<file path="src/rtl/sync_fifo_thresh_pkg.sv">
// Shared defaults and types for the parametrised synchronous FIFO family.
// The typedefs are sized for the default configuration. Modules that are
// built with other sizes declare matching local types from their own
// parameters.
package fifo_package;

    localparam int DEF_W_WIDTH = 8;
    localparam int DEF_DEPTH   = 16;
    localparam int DEF_P_WIDTH = $clog2(DEF_DEPTH);

    // The pointer carries one extra wrap bit above the index bits.
    typedef logic [DEF_P_WIDTH:0]   ptr_t;
    // Fill level runs 0..DEPTH, so it also needs P_WIDTH+1 bits.
    typedef logic [DEF_P_WIDTH:0]   cnt_t;
    typedef logic [DEF_W_WIDTH-1:0] data_t;

endpackage

</file>
<file path="src/rtl/sync_fifo_thresh_mem.sv">
// fifo_mem: simple dual-port storage array for the FIFO.
// Writes are synchronous and reads are combinational. Any read register
// belongs to the wrapper, so that the same array can serve both the
// registered-read mode and the fall-through mode. Contents are not reset.
module fifo_mem #(
    parameter int W_WIDTH = 8,
    parameter int DEPTH   = 16,
    parameter int A_WIDTH = $clog2(DEPTH)
) (
    input  logic               clk,
    input  logic               we,
    input  logic [A_WIDTH-1:0] waddr,
    input  logic [W_WIDTH-1:0] wdata,
    input  logic [A_WIDTH-1:0] raddr,
    output logic [W_WIDTH-1:0] rdata
);

    logic [W_WIDTH-1:0] mem [DEPTH];

    // Synchronous write port
    always_ff @(posedge clk) begin
        if (we) mem[waddr] <= wdata;
    end

    assign rdata = mem[raddr];

endmodule

</file>
<file path="src/rtl/sync_fifo_thresh.sv">
// sync_fifo_thresh: single-clock FIFO with a fill count, programmable
// almost-full/almost-empty thresholds and sticky overflow/underflow flags.
// Optional macro FIFO_FWFT_EN selects first-word fall-through. In that mode
// the head word is driven combinationally onto rd_data. Without the macro,
// rd_data is a register that is loaded on each accepted read.
module sync_fifo_thresh
    import fifo_package::*;
#(
    parameter int W_WIDTH   = DEF_W_WIDTH,
    parameter int DEPTH     = DEF_DEPTH,
    parameter int AF_THRESH = DEPTH - 2,
    parameter int AE_THRESH = 2,
    localparam int P_WIDTH  = $clog2(DEPTH)
) (
    input  logic               clk,
    input  logic               rst_n,
    input  logic               wr_en,
    input  logic [W_WIDTH-1:0] wr_data,
    input  logic               rd_en,
    output logic [W_WIDTH-1:0] rd_data,
    output logic               full,
    output logic               empty,
    output logic               almost_full,
    output logic               almost_empty,
    output logic [P_WIDTH:0]   count,
    output logic               overflow,
    output logic               underflow,
    input  logic               err_clr
);

    localparam logic [P_WIDTH:0] DEPTH_C = DEPTH[P_WIDTH:0];
    localparam logic [P_WIDTH:0] AF_C    = AF_THRESH[P_WIDTH:0];
    localparam logic [P_WIDTH:0] AE_C    = AE_THRESH[P_WIDTH:0];

    logic [P_WIDTH:0]   wr_ptr, rd_ptr;
    logic [W_WIDTH-1:0] mem_rdata;
    logic               wr_acc, rd_acc;

    // Acceptance uses only the registered status. A read and a write in the
    // same cycle therefore never interact: a read does not make room for a
    // write when the FIFO is full, and a write does not satisfy a read when
    // it is empty.
    assign wr_acc = wr_en && !full;
    assign rd_acc = rd_en && !empty;

    // Status flags are decoded from the registered count only, so they are
    // glitch-free.
    assign full         = (count == DEPTH_C);
    assign empty        = (count == '0);
    assign almost_full  = (count >= AF_C);
    assign almost_empty = (count <= AE_C);

    fifo_mem #(
        .W_WIDTH (W_WIDTH),
        .DEPTH   (DEPTH),
        .A_WIDTH (P_WIDTH)
    ) u_mem (
        .clk   (clk),
        .we    (wr_acc),
        .waddr (wr_ptr[P_WIDTH-1:0]),
        .wdata (wr_data),
        .raddr (rd_ptr[P_WIDTH-1:0]),
        .rdata (mem_rdata)
    );

    // Pointers advance only on accepted transfers and wrap modulo 2*DEPTH
    always_ff @(posedge clk or negedge rst_n) begin
        if (!rst_n) begin
            wr_ptr <= '0;
            rd_ptr <= '0;
        end else begin
            if (wr_acc) wr_ptr <= wr_ptr + 1'b1;
            if (rd_acc) rd_ptr <= rd_ptr + 1'b1;
        end
    end

    // Fill level: up on a write only, down on a read only, otherwise held
    always_ff @(posedge clk or negedge rst_n) begin
        if (!rst_n) begin
            count <= '0;
        end else begin
            case ({wr_acc, rd_acc})
                2'b10:   count <= count + 1'b1;
                2'b01:   count <= count - 1'b1;
                default: count <= count;
            endcase
        end
    end

    // Sticky error flags. When a new error and a clear arrive together, the
    // new error wins.
    always_ff @(posedge clk or negedge rst_n) begin
        if (!rst_n) begin
            overflow  <= 1'b0;
            underflow <= 1'b0;
        end else begin
            if (wr_en && full) overflow <= 1'b1;
            else if (err_clr)  overflow <= 1'b0;
            if (rd_en && empty) underflow <= 1'b1;
            else if (err_clr)   underflow <= 1'b0;
        end
    end

`ifdef FIFO_FWFT_EN
    // The head word falls through. It is meaningful only while !empty.
    assign rd_data = mem_rdata;
`else
    logic [W_WIDTH-1:0] rd_data_q;

    // Registered read: the head is captured on the edge that accepts the read
    // and is then held until the next accepted read.
    always_ff @(posedge clk or negedge rst_n) begin
        if (!rst_n)      rd_data_q <= '0;
        else if (rd_acc) rd_data_q <= mem_rdata;
    end

    assign rd_data = rd_data_q;
`endif

endmodule
</file>
<file path="config.mk">
export PLATFORM = sky130hd
export DESIGN_NAME = sync_fifo_thresh
export DESIGN_NICKNAME = d
export VERILOG_FILES = /design/src/rtl/sync_fifo_thresh_pkg.sv /design/src/rtl/sync_fifo_thresh_mem.sv /design/src/rtl/sync_fifo_thresh.sv
export SDC_FILE = /design/constraint.sdc
export NUM_CORES = 1
export LEC_CHECK = 0
export ABC_AREA = 0
export CORE_MARGIN = 3
export CORE_UTILIZATION = 55
export DETAILED_ROUTE_END_ITERATION = 8
export DONT_BUFFER_PORTS = 1
export GPL_TIMING_DRIVEN = 0
export PLACE_DENSITY_LB_ADDON = 0.2
export SETUP_SLACK_MARGIN = 0.2
export SLEW_MARGIN = 20
export SYNTH_ARGS = -nofsm -noshare
export SYNTH_HDL_FRONTEND = slang
export SYNTH_SLANG_ARGS = --single-unit
</file>
<file path="constraint.sdc">
create_clock -name clk -period 2.95 [get_ports clk]
set_input_delay 0.59 -clock clk [delete_from_list [all_inputs] [get_ports clk]]
set_output_delay 0.59 -clock clk [all_outputs]
set_load 0.02 [all_outputs]
</file>
# Yosys cells after proc, flatten, opt, wreduce, memory -nomap -nowiden
# Memories as Yosys holds them, arrays and structs flattened. A register that Yosys moved wholly into a read port is not among the register bits.
# Index checks and enable logic that the tools add are counted.
[word_totals]
ram_bits = 128
register_bits = 17
mem_count = 1
word_cells = 32
[mem_list]
columns = ["name", "depth", "width", "read_ports", "rd_clocked_by_memory_dff", "wr", "line_no", "rtl"]
rows = [
  ["u_mem.mem", 16, 8, 1, 1, 1, "sync_fifo_thresh_mem.sv:18", "logic [W_WIDTH-1:0] mem [DEPTH];"],
]
[classes]
n_reduce_logical = 11
eq_ne = 3
magnitude_cmp = 2
n_mux = 6
addsub = 4
[op_table]
columns = ["cell", "count"]
rows = [
  ["adder 5 x 1 -> 5 bit (second input constant)", 3],
  ["one-hot mux 5 bit (2 select lines)", 1],
  ["nonzero test 2 bit", 3],
  ["equality test 5 bit (second input constant)", 1],
  [">= comparator 5 x 4 -> 1 bit (second input constant)", 1],
  ["less-or-equal comparator 5 x 2 -> 1 bit (second input constant)", 1],
  ["logical NOT 5 bit", 1],
  ["two-way mux 1 bit", 5],
  ["subtractor 5 x 1 -> 5 bit (second input constant)", 1],
  ["logical AND 1 bit", 4],
  ["logical NOT 1 bit", 3],
  ["equality test 2 x 1 -> 1 bit (second input constant)", 1],
  ["equality test 2 bit (second input constant)", 1],
]

# Longest topological paths before layout
# Gate-level depths: netlist (run 1).
[logic_depth]
word_depth = 5
depth_mapped = 12

# Hierarchy
# Synthesis (run 1) repeated with hierarchy kept, for this count alone.
[hier_totals]
cells_unflattened = 319
area_unflattened_um2 = 6168.4
[modules_own_cells]
columns = ["mod", "cells_per_inst", "area_per_inst_um2", "n_inst"]
rows = [
  ["fifo_mem", 221, 4987.3, 1],
  ["sync_fifo_thresh", 98, 1181.1, 1],
]

# Worst setup path after synthesis (run 1)
# No wires, ideal clock.
[synth_path]
kind = "reg2reg"
start = "register count[1]"
end = "register count[4]"
period_less_slack_ns = 2.728
stages_incl_launch_ff = 13
required_time_ns = 2.817
setup_slack_ns = 0.222
arrival_time_ns = 2.595
path_cell_list = "dfrtp_1 > buf_6 > or4_4 > o21ai_2 > inv_2 > ha_1 > clkbuf_1 > xor2_1 > ha_1 > and3b_1 > o21ai_0 > a21oi_1 > xor2_1"
[synth_via]
elab_chain_len = 5
elab_cells_between_ends = 12
classes_between = "2 x add/sub; 3 x eq/ne; 1 x mux; 6 x reduce/logical"
[synth_lines]
columns = ["item", "line_no", "rtl"]
rows = [
  ["start, declared", "sync_fifo_thresh.sv:25", "output logic [P_WIDTH:0] count,"],
  ["start signal, assigned", "sync_fifo_thresh.sv:83", "2'b10: count <= count + 1'b1;"],
  ["start signal, assigned", "sync_fifo_thresh.sv:84", "2'b01: count <= count - 1'b1;"],
  ["start signal, assigned", "sync_fifo_thresh.sv:85", "default: count <= count;"],
  ["logical NOT 5 bit (*)", "sync_fifo_thresh.sv:49", "assign empty = (count == '0);"],
  ["logical NOT 1 bit (*)", "sync_fifo_thresh.sv:44", "assign rd_acc = rd_en && !empty;"],
  ["logical AND 1 bit (*)", "sync_fifo_thresh.sv:44", ""],
  ["via rd_acc", "sync_fifo_thresh.sv:37", "logic wr_acc, rd_acc;"],
  ["equality test 2 x 1 -> 1 bit or equality test 2 bit (tied branches)", "sync_fifo_thresh.sv:82", "case ({wr_acc, rd_acc})"],
  ["one-hot mux 5 bit (2 select lines) or nonzero test 2 bit (tied branches)", "--", ""],
]
# Mark *: on every way through the listed nets, which the timed path passes. The rest lies on a longest branch.
# A chain may end at the register's enable or synchronous reset.

# Worst setup path in the final report (run 1)
[layout_path]
start = "register count[3]"
end = "register count[4]"
# Same word-level chain as after synthesis.

==> flow_metrics.tcl, run 1 <==
set metrics [dict create \
    maxSlewHeadroom_pct 43.1 \
    design.die.area_um2 12300 \
    synthFlopType "edfxtp_1" \
    finalInstanceArea_um2 7070 \
    routed_via_density 5.97 \
    pre_cts_ws_ns -0.0381 \
    drv_cap 0 \
    drv_slew 0 \
    n_antenna_cell 0 \
    rows 37 \
    path_max_fanout 8 \
    clock_path_buffers 2 \
    fin_hold_ws_ns 0.163 \
    grtUsageMet3_pct 6.17 \
    clk_root_buffer_cell "clkbuf_8" \
    synth.top_cell.area_share_pct 63.3 \
    slowest_delay_ns 0.56 \
    start_util_pct 57.8 \
    swShare_pct 30.4 \
    peakVddDrop_mv 0.535 \
    num-nets-final 368 \
    busiest_layer "met2" \
    ys_ff_latch 151 \
    grtUsageMet1_pct 28.2 \
    final_layout_size_suffix_gt1_share_pct 30.0 \
    cts.clk_slew.worst_paths_ns 0.06 \
    syn_area_per_cell_um2 19.1 \
    required_ns 3.34 \
    p_leak_nw 2.43 \
    num_vias 2959 \
    endpoint_kind "flop" \
    grt_overflow 0 \
    fillers 672 \
    fin_cells 496 \
    synthCells 318 \
    dieHeight_um 111 \
    synth_seq_area_share_pct 72.8 \
    syn_area_um2 6070 \
    synth.top_cells.by_area "edfxtp_1, mux4_2, dfrtp_1, mux2i_1, ha_1" \
    drt_iter0_drc 321 \
    cp_top_family "simple AND/OR/NAND/NOR gates" \
    path_buf_inv 3 \
    cts_tree "built" \
    fin_ws_ns 0.272 \
    internal_power_w 0.00506 \
    setup_violations 0 \
    routed_wl_mm 11.8 \
    place_area_um2 6260 \
    clkPwrFrac_pct 31.5 \
    period_minus_slack_ns 2.68 \
    htreeDepth 4 \
    synth_cell_types 39 \
    cellPowerDensity_nw_per_um2 1030 \
    placedCellCount 454 \
    dpl.hpwl_mm 7.32 \
    hold_violations 0 \
    numCtsBuffers 17 \
    synth_area_leader_cell "edfxtp_1" \
    syn_nets 339 \
    port_buffers 0 \
    grt_pass1_wl_mm 18.6 \
    cts_num_sinks 151 \
    start_kind "flop" \
    rsz0062_at_grt "true" \
    async_flop_share_pct 15.2 \
    grt_util_all_layers_pct 20.8 \
    fmax_mhz 373 \
    worstMarginPinSlew_ns 0.850 \
    ys_warn_count 0 \
    area_growth_pct 16.4 \
    p_sw_w 0.00221 \
    pwr-share-comb_pct 28.1 \
    p_seq_share_pct 40.4 \
    boundaryPins 32 \
    arrival_ns 3.07 \
    slowest_stage "or4_4" \
    use_met2_pct 31.1 \
    grt_pass1_vias 3198 \
    drt_pass1_iterations 4 \
    place_congestion 0.821 \
    detail_route.wl_per_cell_um 23.8 \
    antenna_found_initial 0 \
    status "complete, no violations" \
    path_class "reg2reg" \
    min_period_over_period_pct 90.8 \
    clock-skew-final_ns 0.0104 \
    die_w_um 111 \
    drc 0 \
    synth-edff-count 128 \
    crit_chain "buf_6 > or4_4 > o21ai_4 > inv_4 > ha_2 > buf_6 > xor2_1 > ha_2 > and3b_1 > o21ai_2 > a21oi_2 > xor2_1" \
    grt_start_max_net_pins 24 \
    drtAntennaViolNets 0 \
    clkLatencyLatePin_ns 0.52 \
    core_um2 10500 \
    hold_path_class "in2reg" \
]
==> logic make-up after synthesis <==
logic type | Yosys count | share of synthesized area, %
flip-flops | 151 | 72.8
buffers and inverters | 25 | 2.08
XOR/XNOR | 13 | 1.88
AO/OA/AOI/OAI | 23 | 3.01
multiplexers | 49 | 14.7
adder cells (fa/ha/maj) | 8 | 1.65
AND/OR/NAND/NOR | 49 | 3.90
==> power by group through the flow <==
stage,registers (W),logic (W),clock network (W)
after CTS,0.00294,0.00197,0.00232
final,0.00294,0.00204,0.00229
after global routing,0.00297,0.00222,0.00241
after floorplan,0.00291,0.00145,0
after detailed placement,0.00297,0.00191,0
after global placement,0.00295,0.00186,0
==> through the flow <==
| stage | total power, W | utilization, % | TNS [ns] |
|---|---|---|---|
| after floorplan | 0.00437 | - | 0 |
| after global placement | 0.00481 | 59.4 | -3.26 |
| after detailed placement | 0.00488 | 59.6 | -0.0485 |
| after CTS | 0.00723 | 66.5 | 0 |
| after global routing | 0.00760 | 67.2 | 0 |
| final | 0.00727 | 67.2 | 0 |
==> sequential cells by signal (all words and copies together), names as in the netlist <==
signal / cells
overflow: 1
rd_data: 8
rd_ptr: 4
count: 5
u_mem.mem: 128
underflow: 1
wr_ptr: 4
==> worst register-to-register path, cell delays in order (launching register included) <==
cell     delay [ns]
dfrtp_2        0.46
buf_6          0.15
or4_4          0.56
o21ai_4        0.18
inv_4          0.07
ha_2           0.18
buf_6          0.13
xor2_1         0.14
ha_2           0.19
and3b_1        0.17
o21ai_2        0.12
a21oi_2        0.08
xor2_1         0.14
==> cell usage in the layout, fill, tap and decap left out, types with 5 or more instances in the layout <==
master	synthesis	layout
nand2_1	18	18
inv_1	5	5
dfrtp_1	23	19
nor2_1	14	14
xor2_1	6	6
o221ai_1	7	7
ha_1	8	6
clkbuf_1	6	6
edfxtp_1	128	128
buf_4	3	11
clkbuf_16	0	19
mux4_2	32	32
xnor2_1	7	7
buf_2	5	5
mux2i_1	16	16
==> cells in the mapped netlist, drive strengths merged, types with 7 or more instances <==
| master | instances |
|---|---|
| o221ai | 8 |
| nor2 | 14 |
| ha | 8 |
| buf | 13 |
| nand2 | 19 |
| dfrtp | 23 |
| mux2i | 16 |
| edfxtp | 128 |
| xnor2 | 7 |
| mux4 | 32 |
==> cell type report <==
class / count / area (um2) / area share, %
buffer: 19 / 123 / 1.74
multi-input combinational: 142 / 1590 / 22.5
timing repair buffer: 10 / 90.1 / 1.27
clock inverter: 8 / 131 / 1.86
inverter: 6 / 25.0 / 0.354
clock buffer: 24 / 514 / 7.28
tap: 136 / 170 / 2.41
sequential: 151 / 4420 / 62.6
==> timing repair <==
action | in CTS | in global routing
gates resized for setup | 11 | 15
endpoints found under the setup margin | 24 | 3
pin swaps | 3 | 5
hold buffers | 2 | 0
endpoints found under the hold margin | 23 | 0
buffers inserted | 3 | 5
==> layer usage <==
layer,part of all wire [%],vias up,routed length [um]
met5,0,-,0
met4,2.1,0,248
met3,9.1,17,1070
met2,49,116,5760
met1,40,1505,4710
li1,-,1321,-
==> path summary, 6_finish.rpt <==
kind,cells after the start,start,endpoint,slack (ns)
min in group asynchronous,2,rst_n,rd_data[0]$_DFFE_PN0P_,0.53
max in group asynchronous,2,rst_n,count[1]$_DFFE_PN0P_,2.26
worst min-delay path,0,wr_data[7],u_mem.mem[13][7]$_DFFE_PP_,0.16
worst max register to register,12,count[3]$_DFFE_PN0P_,count[4]$_DFFE_PN0P_,0.27
worst min register to register,1,rd_ptr[3]$_DFFE_PN0P_,rd_ptr[3]$_DFFE_PN0P_,0.51
worst max-delay path,12,count[3]$_DFFE_PN0P_,count[4]$_DFFE_PN0P_,0.27
Power figures use the tool's default switching activity.
==> run 2, diff against run 1 <==
clock period = 3.1 ns   (was 2.95 ns; I/O delays follow)
==> run 2 against run 1 <==
Net effect:
- non-clock buffer count decreased by 7
- clock-buffer cell count unchanged
- clock skew about the same
- power decreased by 6.2%
- first-iteration DRC count increased by 12%
- die area unchanged
- largest power group unchanged
- highest routed layer unchanged
==> flow_metrics.tcl, run 2 (synthesis results as in run 1) <==
set metrics [dict create \
    status "complete, no violations" \
    cts_tree "built" \
    die_w_um 111 \
    cts_num_sinks 151 \
    fillers 675 \
    final_cell_mix "edfxtp_1, mux4_2, dfrtp_1" \
    start_kind "flop" \
    grtUsageMet1_pct 28.0 \
    dpl.hpwl_mm 7.32 \
    hold_violations 0 \
    clock-skew-final_ns 0.0100 \
    busiest_layer "met2" \
    grt_pass1_vias 3181 \
    routed_wl_mm 11.6 \
    antenna_found_initial 0 \
    area_growth_pct 15.0 \
    p_leak_nw 2.39 \
    path_class "reg2reg" \
    maxSlewHeadroom_pct 28.5 \
    drt_iter0_drc 358 \
    drc 0 \
    drv_slew 0 \
    path_max_fanout 10 \
    regMostFlops "u_mem.mem" \
    dieHeight_um 111 \
    hold_path_class "in2reg" \
    core_um2 10500 \
    clock_path_buffers 2 \
    drtAntennaViolNets 0 \
    n_antenna_cell 0 \
    cp-startpoint "count[1]$_DFFE_PN0P_" \
    min_period_over_period_pct 89.9 \
    routed_via_density 5.97 \
    start_util_pct 57.8 \
    numCtsBuffers 17 \
    rsz0062_at_grt "true" \
    place_congestion 0.821 \
    clk_root_buffer_cell "clkbuf_8" \
    largest_reg_flops 128 \
    required_ns 3.50 \
    boundaryPins 32 \
    drv_cap 0 \
    htreeDepth 4 \
    reg2regPathDepth 12 \
    cellPowerDensity_nw_per_um2 976 \
    fmax_mhz 359 \
    final_layout_size_suffix_gt1_share_pct 26.9 \
    rows 37 \
    post-route-util_pct 66.4 \
    port_buffers 0 \
    grt_pass1_wl_mm 18.5 \
    drt_pass1_iterations 4 \
    tns_ns 0 \
    setup_violations 0 \
    peakVddDrop_mv 0.471 \
    layout_commonest_cell "edfxtp_1" \
    arrival_ns 3.18 \
    endpoint_kind "flop" \
    cp-endpoint "count[2]$_DFFE_PN0P_" \
    grt_overflow 0 \
    num_vias 2921 \
    rrSetupSlack_ns 0.31 \
    period_minus_slack_ns 2.79 \
    num-nets-final 361 \
    worstMarginPinSlew_ns 1.07 \
    reg2reg_to "count[2]$_DFFE_PN0P_" \
    design.die.area_um2 12300 \
    use_met2_pct 30.9 \
    r2r-start "count[1]$_DFFE_PN0P_" \
    cts.clk_slew.worst_paths_ns 0.06 \
    detail_route.wl_per_cell_um 23.8 \
    grtUsageMet3_pct 6.17 \
    grt_start_max_net_pins 24 \
    clkLatencyLatePin_ns 0.52 \
    grt_util_all_layers_pct 20.6 \
]
-- run 2: cell count changes in the layout (fill, tap and decap cells not counted), moves of 2 or more --
cell	change
buf_4	-7
dfrtp_2	-2
dfrtp_1	+2
clkbuf_2	+2
buf_6	-2
-- run 2: how the worst min path moves through the flow --
stage,depth (start not counted),slack (ns),endpoint,from
2_1_floorplan,0,0.32,count[0]$_DFFE_PN0P_,rst_n
3_3_place_gp,0,0.32,count[0]$_DFFE_PN0P_,rst_n
3_5_place_dp,0,0.32,count[0]$_DFFE_PN0P_,rst_n
4_1_cts,0,0.17,u_mem.mem[13][7]$_DFFE_PP_,wr_data[7]
5_1_grt,0,0.16,u_mem.mem[12][7]$_DFFE_PP_,wr_data[7]
6_report,0,0.19,u_mem.mem[13][7]$_DFFE_PP_,wr_data[7]
-- run 2: area by class of cell --
type | count | area [um2] | area share, %
Sequential cell | 151 | 4420 | 63.4
Timing Repair Buffer | 3 | 37.5 | 0.538
Clock buffer | 24 | 514 | 7.37
Multi-Input combinational cell | 142 | 1570 | 22.5
Inverter | 6 | 25.0 | 0.359
Buffer | 19 | 108 | 1.54
Clock inverter | 8 | 131 | 1.88
Tap cell | 136 | 170 | 2.44
-- run 2: report_power, final --
| part | switching (W) | internal, W | total, W |
|---|---|---|---|
| sequential | 0.000257 | 0.00253 | 0.00279 |
| combinational | 0.00103 | 0.000812 | 0.00185 |
| clock | 0.000781 | 0.00140 | 0.00218 |
| total | 0.00207 | 0.00474 | 0.00681 |
-- run 2: metal layers --
| layer | vias up | part of all wire, % |
|---|---|---|
| met5 | - | 0 |
| met2 | 118 | 48 |
| li1 | 1303 | - |
| met3 | 18 | 9.8 |
| met4 | 0 | 2.0 |
| met1 | 1482 | 40 |
-- run 2: stage by stage --
stage | setup slack (ns) | area (um2) | std cells | power [W] | hold WS (ns)
floorplan | 0.372 | 6070 | 318 | 0.00416 | 0.324
global placement | 0.0295 | 6240 | 454 | 0.00458 | 0.325
detailed placement | 0.112 | 6260 | 454 | 0.00464 | 0.325
CTS | 0.205 | 6950 | 489 | 0.00684 | 0.172
global route | 0.182 | 6980 | 489 | 0.00713 | 0.162
finish | 0.313 | 6980 | 489 | 0.00681 | 0.194
-- run 2: repair_timing --
action,in CTS,in global routing
setup buffers,1,0
endpoints found under the setup margin,2,2
hold buffers,2,0
pin swaps,1,1
endpoints found under the hold margin,23,0
resized for setup,3,11
-- run 2: critical path, cell delays in order, from the launching register on --
cell and delay [ns]:
dfrtp_2 0.46, buf_6 0.16, or4_4 0.56, o21ai_4 0.20
inv_4 0.08, ha_1 0.19, buf_2 0.17, xor2_1 0.15
ha_2 0.19, a21oi_1 0.15, xor2_1 0.15, nor2_1 0.06
xor2_1 0.14
==> run 3, diff against run 2 <==
CTS_CLUSTER_DIAMETER = 50   (was not set)
PLACE_DENSITY = 0.68   (was not set)
PLACE_DENSITY_LB_ADDON = not set   (was 0.2)
==> run 3 against run 2 <==
Net effect:
- utilization is essentially flat
- cell area barely moved
- highest routed layer unchanged
- combinational power is essentially flat
- largest cell class unchanged
==> flow_metrics.tcl, run 3 (synthesis results as in run 1) <==
set metrics [dict create \
    status "complete, no violations" \
    drv_cap 0 \
    drt_iter0_drc 259 \
    port_buffers 0 \
    endpoint_kind "flop" \
    cts.clk_slew.worst_paths_ns 0.06 \
    tns_ns 0 \
    routed_wl_mm 11.4 \
    drt_pass1_iterations 4 \
    dieHeight_um 111 \
    seq_area_um2 4420 \
    final_cell_mix "edfxtp_1, mux4_2, dfrtp_1" \
    core_um2 10500 \
    clk_root_buffer_cell "clkbuf_8" \
    layout_commonest_cell "edfxtp_1" \
    min_period_over_period_pct 91.0 \
    power_w 0.00684 \
    area_growth_pct 15.0 \
    cellPowerDensity_nw_per_um2 979 \
    htreeDepth 4 \
    dpl.hpwl_mm 7.16 \
    die_w_um 111 \
    hold_path_class "in2async" \
    place_congestion 0.805 \
    final_layout_size_suffix_gt1_share_pct 28.6 \
    design.die.area_um2 12300 \
    drv_slew 0 \
    grt_pass1_vias 3075 \
    start_util_pct 57.8 \
    p_leak_nw 2.41 \
    num-nets-final 365 \
    clock-skew-final_ns 0.0103 \
    multiInputGateArea_um2 1580 \
    regMostFlops "u_mem.mem" \
    period_minus_slack_ns 2.82 \
    post-route-util_pct 66.5 \
    path_max_fanout 8 \
    grt_pass1_wl_mm 17.8 \
    routed_via_density 5.97 \
    antenna_found_initial 0 \
    fillers 693 \
    drc 0 \
    cts_tree "built" \
    required_ns 3.50 \
    rsz0062_at_grt "false" \
    arrival_ns 3.22 \
    drtAntennaViolNets 0 \
    hold_violations 0 \
    clkLatencyLatePin_ns 0.53 \
    rows 37 \
    peakVddDrop_mv 0.556 \
    start_kind "flop" \
    cts_num_sinks 151 \
    largest_reg_flops 128 \
    detail_route.wl_per_cell_um 23.2 \
    num_vias 2942 \
    grt_overflow 0 \
    grt_util_all_layers_pct 19.8 \
    grt_start_max_net_pins 24 \
    clock_path_buffers 2 \
    path_class "reg2reg" \
    worstMarginPinSlew_ns 1.08 \
    boundaryPins 32 \
    numCtsBuffers 17 \
    setup_violations 0 \
    maxSlewHeadroom_pct 28.0 \
    n_antenna_cell 0 \
    fmax_mhz 355 \
]
## run 3: changes by cell type in the layout (fill, tap and decap cells not counted), sizes merged
| cell | previous run | this run |
|---|---|---|
| clkbuf | 29 | 23 |
| dlygate4sd3 | 1 | 0 |
| bufinv | 3 | 5 |
| clkinvlp | 2 | 1 |
| clkinv | 2 | 6 |
| buf | 16 | 22 |
## run 3: repair_timing
| item | in CTS | in global routing |
|---|---|---|
| buffers inserted | 1 | 5 |
| hold buffers | 1 | 0 |
| endpoints found under the setup margin | 2 | 2 |
| hold endpoints to repair | 23 | 0 |
| pin swaps | 1 | 6 |
| gates resized for setup | 5 | 16 |
## run 3: worst paths after layout
kind	from	to	slack, ns	cells past startpoint
worst min-delay path	rst_n	rd_ptr[2]$_DFFE_PN0P_	0.07	1
worst max register to register	count[3]$_DFFE_PN0P_	count[4]$_DFFE_PN0P_	0.28	12
worst min register to register	rd_ptr[3]$_DFFE_PN0P_	rd_ptr[3]$_DFFE_PN0P_	0.51	1
worst max-delay path	count[3]$_DFFE_PN0P_	count[4]$_DFFE_PN0P_	0.28	12
max in group asynchronous	rst_n	count[1]$_DFFE_PN0P_	2.63	1
min in group clk	wr_data[7]	u_mem.mem[3][7]$_DFFE_PP_	0.19	0
## run 3: critical path, stage by stage, from the launching register on
cell and delay (ns):
dfrtp_2 0.46, buf_6 0.15, or4_4 0.56, o21ai_4 0.21
inv_4 0.06, ha_1 0.19, buf_4 0.16, xor2_1 0.16
ha_2 0.19, and3b_1 0.19, o21ai_2 0.13, a21oi_2 0.08
xor2_1 0.14
## run 3: per-layer routing
layer,share of wire (%),vias to the layer above,track usage [%]
met5,0,-,0
met4,1.3,0,5.84
met3,8.2,14,6.60
met2,48,108,30.0
met1,42,1503,28.0
li1,-,1317,-
## run 3: per-stage QoR
step	std cells	hold WS, ns	area (um2)	setup slack [ns]
3_3_place_gp	454	0.325	6240	0.0712
5_1_grt	493	0.0907	6980	0.161
6_report	493	0.0716	6980	0.280
2_1_floorplan	318	0.324	6070	0.372
3_5_place_dp	454	0.325	6260	0.122
4_1_cts	488	0.161	6910	0.251
## run 3: cell type report
class                           count  share of cell area, %
Inverter                            6                  0.358
Sequential cell                   151                   63.3
Multi-Input combinational cell    142                   22.6
Tap cell                          136                   2.44
Clock buffer                       19                   6.04
Clock inverter                     13                   2.90
Timing Repair Buffer                7                  0.717
Buffer                             19                   1.67
## run 3: power by group
group	switching (W)	total (W)	leakage (nW)	internal (W)
sequential	0.000261	0.00279	1.43	0.00253
combinational	0.00104	0.00188	0.671	0.000842
clock	0.000781	0.00217	0.304	0.00139
